--- src/rtl/comparator_pkg.sv ---
// comparator_pkg: shared types and constants for the iterative comparator.
//   comp_state_t : controller state encoding (IDLE / RUN / DONE)
//   FLAG_*       : result flag encoding, packed as {greater, equal, lesser}
package comparator_pkg;

  typedef enum logic [1:0] {
    IDLE = 2'd0,
    RUN  = 2'd1,
    DONE = 2'd2
  } comp_state_t;

  localparam int unsigned FLAG_W = 3;

  localparam logic [FLAG_W-1:0] FLAG_NONE = 3'b000;
  localparam logic [FLAG_W-1:0] FLAG_GT   = 3'b100;
  localparam logic [FLAG_W-1:0] FLAG_EQ   = 3'b010;
  localparam logic [FLAG_W-1:0] FLAG_LT   = 3'b001;

  // Map a slice compare outcome onto the one-hot result encoding.
  function automatic logic [FLAG_W-1:0] flags_from_cmp(input logic gt, input logic lt);
    if (gt) begin
      return FLAG_GT;
    end else if (lt) begin
      return FLAG_LT;
    end
    return FLAG_EQ;
  endfunction

endpackage

--- src/rtl/comparator_chunk.sv ---
// comparator_chunk: combinational unsigned compare of one CHUNK-bit slice.
//   a_i, b_i : slice operands
//   gt_c     : a_i > b_i
//   eq_c     : a_i == b_i
//   lt_c     : a_i < b_i
module comparator_chunk #(
  parameter int unsigned CHUNK = 8
) (
  input  logic [CHUNK-1:0] a_i,
  input  logic [CHUNK-1:0] b_i,
  output logic             gt_c,
  output logic             eq_c,
  output logic             lt_c
);

  assign gt_c = (a_i > b_i);
  assign eq_c = (a_i == b_i);
  assign lt_c = (a_i < b_i);

endmodule

--- src/rtl/comparator_iterative.sv ---
// comparator_iterative: multi-cycle magnitude comparator, one CHUNK-bit slice
// per cycle, most significant slice first.
//   clk_i     : clock
//   rst_n_i   : asynchronous active-low reset
//   start_i   : request, accepted only while ready_o is high
//   signed_i  : 1 = two's-complement compare, 0 = unsigned (latched at accept)
//   A_i, B_i  : operands (latched at accept)
//   ready_o   : high while idle
//   done_o    : one-cycle pulse, result flags valid
//   greater_o, equal_o, lesser_o : result flags, held until next accept
// Build option COMP_EARLY_EXIT_EN: when defined the scan stops at the first
// differing slice; otherwise every slice is scanned and the first difference
// is remembered, giving a fixed latency.
module comparator_iterative
  import comparator_pkg::*;
#(
  parameter int unsigned WIDTH = 32,
  parameter int unsigned CHUNK = 8
) (
  input  logic             clk_i,
  input  logic             rst_n_i,
  input  logic             start_i,
  input  logic             signed_i,
  input  logic [WIDTH-1:0] A_i,
  input  logic [WIDTH-1:0] B_i,
  output logic             ready_o,
  output logic             done_o,
  output logic             greater_o,
  output logic             equal_o,
  output logic             lesser_o
);

  localparam int unsigned NCHUNK = WIDTH / CHUNK;
  localparam int unsigned IDX_W  = (NCHUNK > 1) ? $clog2(NCHUNK) : 1;
  localparam logic [IDX_W-1:0] IDX_MSB = IDX_W'(NCHUNK - 1);

  comp_state_t       state_q, state_d;
  logic [WIDTH-1:0]  a_q, a_d;
  logic [WIDTH-1:0]  b_q, b_d;
  logic              signed_q, signed_d;
  logic [IDX_W-1:0]  idx_q, idx_d;
  logic [FLAG_W-1:0] flags_q, flags_d;
  logic              done_q, done_d;
  logic              ready_q, ready_d;
`ifndef COMP_EARLY_EXIT_EN
  logic              found_q, found_d;
  logic [FLAG_W-1:0] res_q, res_d;
`endif

  logic [CHUNK-1:0]  a_sl_c, b_sl_c;
  logic [CHUNK-1:0]  a_cmp_c, b_cmp_c;
  logic              gt_c, eq_c, lt_c;

  // Select the current slice of each operand.
  always_comb begin
    a_sl_c = '0;
    b_sl_c = '0;
    for (int i = 0; i < int'(NCHUNK); i++) begin
      if (idx_q == IDX_W'(i)) begin
        a_sl_c = a_q[i*CHUNK +: CHUNK];
        b_sl_c = b_q[i*CHUNK +: CHUNK];
      end
    end
  end

  // Flipping both sign bits maps two's-complement order onto unsigned order.
  always_comb begin
    a_cmp_c = a_sl_c;
    b_cmp_c = b_sl_c;
    if (signed_q && (idx_q == IDX_MSB)) begin
      a_cmp_c[CHUNK-1] = ~a_sl_c[CHUNK-1];
      b_cmp_c[CHUNK-1] = ~b_sl_c[CHUNK-1];
    end
  end

  comparator_chunk #(
    .CHUNK (CHUNK)
  ) u_chunk (
    .a_i  (a_cmp_c),
    .b_i  (b_cmp_c),
    .gt_c (gt_c),
    .eq_c (eq_c),
    .lt_c (lt_c)
  );

  // Next-state and registered-output logic.
  always_comb begin
    state_d  = state_q;
    a_d      = a_q;
    b_d      = b_q;
    signed_d = signed_q;
    idx_d    = idx_q;
    flags_d  = flags_q;
`ifndef COMP_EARLY_EXIT_EN
    found_d  = found_q;
    res_d    = res_q;
`endif

    unique case (state_q)
      IDLE: begin
        if (start_i) begin
          a_d      = A_i;
          b_d      = B_i;
          signed_d = signed_i;
          idx_d    = IDX_MSB;
          flags_d  = FLAG_NONE;
`ifndef COMP_EARLY_EXIT_EN
          found_d  = 1'b0;
          res_d    = FLAG_NONE;
`endif
          state_d  = RUN;
        end
      end

      RUN: begin
`ifdef COMP_EARLY_EXIT_EN
        if (!eq_c || (idx_q == '0)) begin
          flags_d = flags_from_cmp(gt_c, lt_c);
          state_d = DONE;
        end else begin
          idx_d = idx_q - IDX_W'(1);
        end
`else
        // Keep the first difference; later slices cannot change the verdict.
        if (!found_q && !eq_c) begin
          found_d = 1'b1;
          res_d   = flags_from_cmp(gt_c, lt_c);
        end
        if (idx_q == '0) begin
          flags_d = found_q ? res_q : flags_from_cmp(gt_c, lt_c);
          state_d = DONE;
        end else begin
          idx_d = idx_q - IDX_W'(1);
        end
`endif
      end

      DONE: begin
        state_d = IDLE;
      end

      default: begin
        state_d = IDLE;
      end
    endcase

    done_d  = (state_d == DONE);
    ready_d = (state_d == IDLE);
  end

  // State and output registers.
  always_ff @(posedge clk_i or negedge rst_n_i) begin
    if (!rst_n_i) begin
      state_q  <= IDLE;
      a_q      <= '0;
      b_q      <= '0;
      signed_q <= 1'b0;
      idx_q    <= '0;
      flags_q  <= FLAG_NONE;
      done_q   <= 1'b0;
      ready_q  <= 1'b1;
`ifndef COMP_EARLY_EXIT_EN
      found_q  <= 1'b0;
      res_q    <= FLAG_NONE;
`endif
    end else begin
      state_q  <= state_d;
      a_q      <= a_d;
      b_q      <= b_d;
      signed_q <= signed_d;
      idx_q    <= idx_d;
      flags_q  <= flags_d;
      done_q   <= done_d;
      ready_q  <= ready_d;
`ifndef COMP_EARLY_EXIT_EN
      found_q  <= found_d;
      res_q    <= res_d;
`endif
    end
  end

  assign ready_o   = ready_q;
  assign done_o    = done_q;
  assign greater_o = flags_q[2];
  assign equal_o   = flags_q[1];
  assign lesser_o  = flags_q[0];

endmodule

--- config.mk ---
export PLATFORM = sky130hd
export DESIGN_NAME = comparator_iterative
export DESIGN_NICKNAME = d
export VERILOG_FILES = /design/src/rtl/comparator_pkg.sv /design/src/rtl/comparator_chunk.sv /design/src/rtl/comparator_iterative.sv
export SDC_FILE = /design/constraint.sdc
export NUM_CORES = 1
export LEC_CHECK = 0
export CORE_ASPECT_RATIO = 0.6
export CORE_MARGIN = 2
export CORE_UTILIZATION = 54
export CTS_BUF_LIST = sky130_fd_sc_hd__clkbuf_2 sky130_fd_sc_hd__clkbuf_4 sky130_fd_sc_hd__clkbuf_8
export DETAILED_ROUTE_END_ITERATION = 10
export PLACE_DENSITY = 0.92
export SLEW_MARGIN = 20
export SYNTH_ARGS = -nofsm -noshare
export SYNTH_HDL_FRONTEND = slang
export SYNTH_SLANG_ARGS = --single-unit
--- constraint.sdc ---
create_clock -name clk_i -period 3.8 [get_ports clk_i]
set_input_delay 0.95 -clock clk_i [delete_from_list [all_inputs] [get_ports clk_i]]
set_output_delay 0.95 -clock clk_i [all_outputs]
set_load 0.02 [all_outputs]
==> impl_metrics.env <==
export IMPL_syn_inst=436
export IMPL_setup_tns_ns=0
export IMPL_worstReg2RegEnd="res_q[2]$_DFFE_PN0P_"
export IMPL_final_cell_area_um2=4620
export IMPL_drc=0
export IMPL_rsz0062_at_grt="no"
export IMPL_timing_final_hold_violations=0
export IMPL_critPathArrivalTime_ns=3.45
export IMPL_skew_ns=0.00981
export IMPL_io_buffers=72
export IMPL_hp_class="reg -> reg"
export IMPL_yosys_area_top_type="dfrtp_1"
export IMPL_netlist_area_um2=3720
export IMPL_grt_pass1_vias=3130
export IMPL_final_cell_count_no_fill=589
export IMPL_critPathRequiredTime_ns=4.03
export IMPL_synth_area_leaders="dfrtp_1, nand2_1, ha_1"
export IMPL_synth_fp_nets=516
export IMPL_grtUsageTotal_pct=25.5
export IMPL_slowest_delay_ns=0.44
export IMPL_routed_wl_um=8920
export IMPL_ant_nets=0
export IMPL_postCtsHoldBufs=0
export IMPL_holdPathStages=2
export IMPL_finalCritPeriodShare_pct=84.9
export IMPL_clock_path_buffers=2
export IMPL_layout_common_cells="nand2_1, dfrtp_1, clkdlybuf4s50_1, a21oi_1, nor2_1"
export IMPL_synth_seq_area_share_pct=52.5
export IMPL_max_slew_worst_pin_slew_ns=0.959
export IMPL_power_density_nw_per_um2=823
export IMPL_status="completed"
export IMPL_die_x_um=111
export IMPL_nFillCells=543
export IMPL_num_vias=3177
export IMPL_cts_resized=0
export IMPL_final_min_clock_period_ns=3.22
export IMPL_post_cts_setup_buffer_count=0
export IMPL_cp_slowest_cell="a2111oi_2"
export IMPL_core_area_um2=6680
export IMPL_drv_cap=0
export IMPL_synth_top_area_share_pct=51.8
export IMPL_worst_setup_path_start_kind="flop"
export IMPL_diodes=0
export IMPL_routedWlPerCell_um=15.1
export IMPL_hp_start="b_q[21]$_DFFE_PN0P_"
export IMPL_switchingPower_uw=1590
export IMPL_gp_congestion=0.919
export IMPL_die_h_um=68.3
export IMPL_cp_max_fo=12
export IMPL_synth_distinct_cells=36
export IMPL_drtIter0Drc=222
export IMPL_rrSetupSlack_ns=0.58
export IMPL_antenna_found_initial=0
export IMPL_finalNetCount=577
export IMPL_end_kind="flop"
export IMPL_power_uw=3800
export IMPL_clock_sinks=78
export IMPL_dpl_hpwl_um=6540
export IMPL_yosys_warnings=0
export IMPL_min_to="b_q[21]$_DFFE_PN0P_"
export IMPL_io_pins=73
export IMPL_crit_type="reg -> reg"
export IMPL_slew_headroom_pct=36.0
export IMPL_via_per_inst=5.39
export IMPL_p_seq_share_pct=39.0
export IMPL_ys_seq_elements=78
export IMPL_htree_levels=3
export IMPL_drive_gt1_share_pct=5.98
export IMPL_clkPwrFrac_pct=16.2
export IMPL_clock_latency_ns=0.36
export IMPL_numCtsBuffers=9
export IMPL_holdWs_ns=0.487
export IMPL_dieArea_um2=7590
export IMPL_worstReg2RegStart="idx_q[0]$_DFFE_PN0P_"
export IMPL_area_delta_synth_final_pct=24.1
export IMPL_finalSetupViolations=0
export IMPL_cts_tree="done"
export IMPL_syn_avg_cell_area_um2=8.53
export IMPL_max_freq_ghz=0.310
export IMPL_clock_root_buffer="clkbuf_8"
export IMPL_maxSlewViolCount=0
export IMPL_reg2reg_depth=13
export IMPL_grt_pass1_wl_um=14900
export IMPL_critPathBufInv=1
export IMPL_place_area_um2=4420
export IMPL_start_util_pct=55.7
export IMPL_final_common_cell="nand2_1"
export IMPL_pwr_share_comb_pct=44.8
export IMPL_grt_max_degree=79
export IMPL_row_count=23
export IMPL_placedCellCount=573
export IMPL_grt_overflow=0
export IMPL_crit_family="compound AO/OA/AOI/OAI gates"
export IMPL_switching_share_pct=41.8
export IMPL_clk_pin_slew_ns=0.08
export IMPL_leakage_uw=0.00225
export IMPL_cp_cell_sequence="inv_1 > ha_1 > nor2b_4 > a22oi_1 > nor2_1 > a21oi_1 > o21ai_0 > ha_1 > nor2b_4 > o211ai_2 > a21oi_2 > a2111oi_2 > o21ai_1"
export IMPL_firstDrtPassIters=5
export IMPL_internal_power_uw=2210
export IMPL_irDropWorstVdd_v=0.000353
## logic make-up after synthesis
group | share of synthesized area (%)
AO/OA/AOI/OAI | 10.9
XOR/XNOR | 0.471
adder cells (fa/ha/maj) | 4.03
buffers and inverters | 4.34
flip-flops | 52.5
multiplexers | 0.303
AND/OR/NAND/NOR | 27.5
## metal layers
| metal | vias up | global-route usage (%) | share of wire, % |
|---|---|---|---|
| met3 | 17 | 6.55 | 6.9 |
| met5 | - | 0 | 0 |
| met4 | 0 | 8.33 | 1.8 |
| li1 | 1538 | - | - |
| met2 | 133 | 41.2 | 45 |
| met1 | 1489 | 34.5 | 47 |
## cells in the mapped netlist
library cell,number
nand2_1,212
dfrtp_1,77
a21oi_1,23
nor2_1,15
ha_1,12
o21ai_0,10
buf_2,9
a22oi_1,8
clkbuf_1,8
a221oi_1,6
buf_6,6
nor2b_1,6
nor3_1,6
a32oi_1,3
inv_1,3
nand3_1,3
nand3b_1,3
o21ai_1,3
buf_1,2
nand4_1,2
nor2b_4,2
o31ai_1,2
xnor2_1,2
a2111o_1,1
a2111oi_2,1
a211oi_1,1
a21oi_2,1
a22o_1,1
and2_1,1
and3_1,1
dfstp_2,1
mux2_2,1
nor2_2,1
o211ai_2,1
o21bai_1,1
or2_1,1
## worst max path at each step
stage                              start                endpoint  cells past startpoint
floorplan           idx_q[0]$_DFFE_PN0P_  flags_q[1]$_DFFE_PN0P_                     14
global placement    idx_q[0]$_DFFE_PN0P_  flags_q[1]$_DFFE_PN0P_                     11
detailed placement  idx_q[0]$_DFFE_PN0P_    res_q[2]$_DFFE_PN0P_                     13
CTS                 idx_q[0]$_DFFE_PN0P_    res_q[2]$_DFFE_PN0P_                     13
global route        idx_q[0]$_DFFE_PN0P_    res_q[2]$_DFFE_PN0P_                     11
finish              idx_q[0]$_DFFE_PN0P_    res_q[2]$_DFFE_PN0P_                     13
## worst reg2reg max path, stage by stage (launching register included)
cell,delay [ns]
dfrtp_1,0.42
inv_1,0.13
ha_1,0.39
nor2b_4,0.39
a22oi_1,0.11
nor2_1,0.12
a21oi_1,0.05
o21ai_0,0.24
ha_1,0.29
nor2b_4,0.13
o211ai_2,0.15
a21oi_2,0.08
a2111oi_2,0.44
o21ai_1,0.14
## flip-flops by register name, indices dropped and copies added, names as in the netlist
name	count
a_q	32
b_q	32
done_o	1
flags_q	3
found_q	1
idx_q	2
ready_o	1
res_q	3
signed_q	1
state_q	2
## final cells by class
type	count	area (um^2)	share of cell area [%]
sequential	78	1950	42.3
multi-input combinational	330	1610	34.9
timing repair buffer	75	741	16.0
clock buffer	10	131	2.84
tap	87	109	2.36
clock inverter	6	62.6	1.35
inverter	3	11.3	0.244
## stage by stage
stage	setup slack, ns	utilization (%)
floorplan	1.09	-
global placement	0.841	66.3
detailed placement	0.642	66.3
CTS	0.621	69.2
global route	0.274	69.2
finish	0.575	69.2
## power by group through the flow
| stage | clock network, uW | registers [uW] | logic (uW) |
|---|---|---|---|
| 6_report | 614 | 1480 | 1700 |
| 5_1_grt | 653 | 1520 | 1930 |
| 4_1_cts | 619 | 1470 | 1690 |
| 3_5_place_dp | 0 | 1480 | 1680 |
| 3_3_place_gp | 0 | 1470 | 1570 |
| 2_1_floorplan | 0 | 1400 | 1290 |
Power figures use the tool's default switching activity.
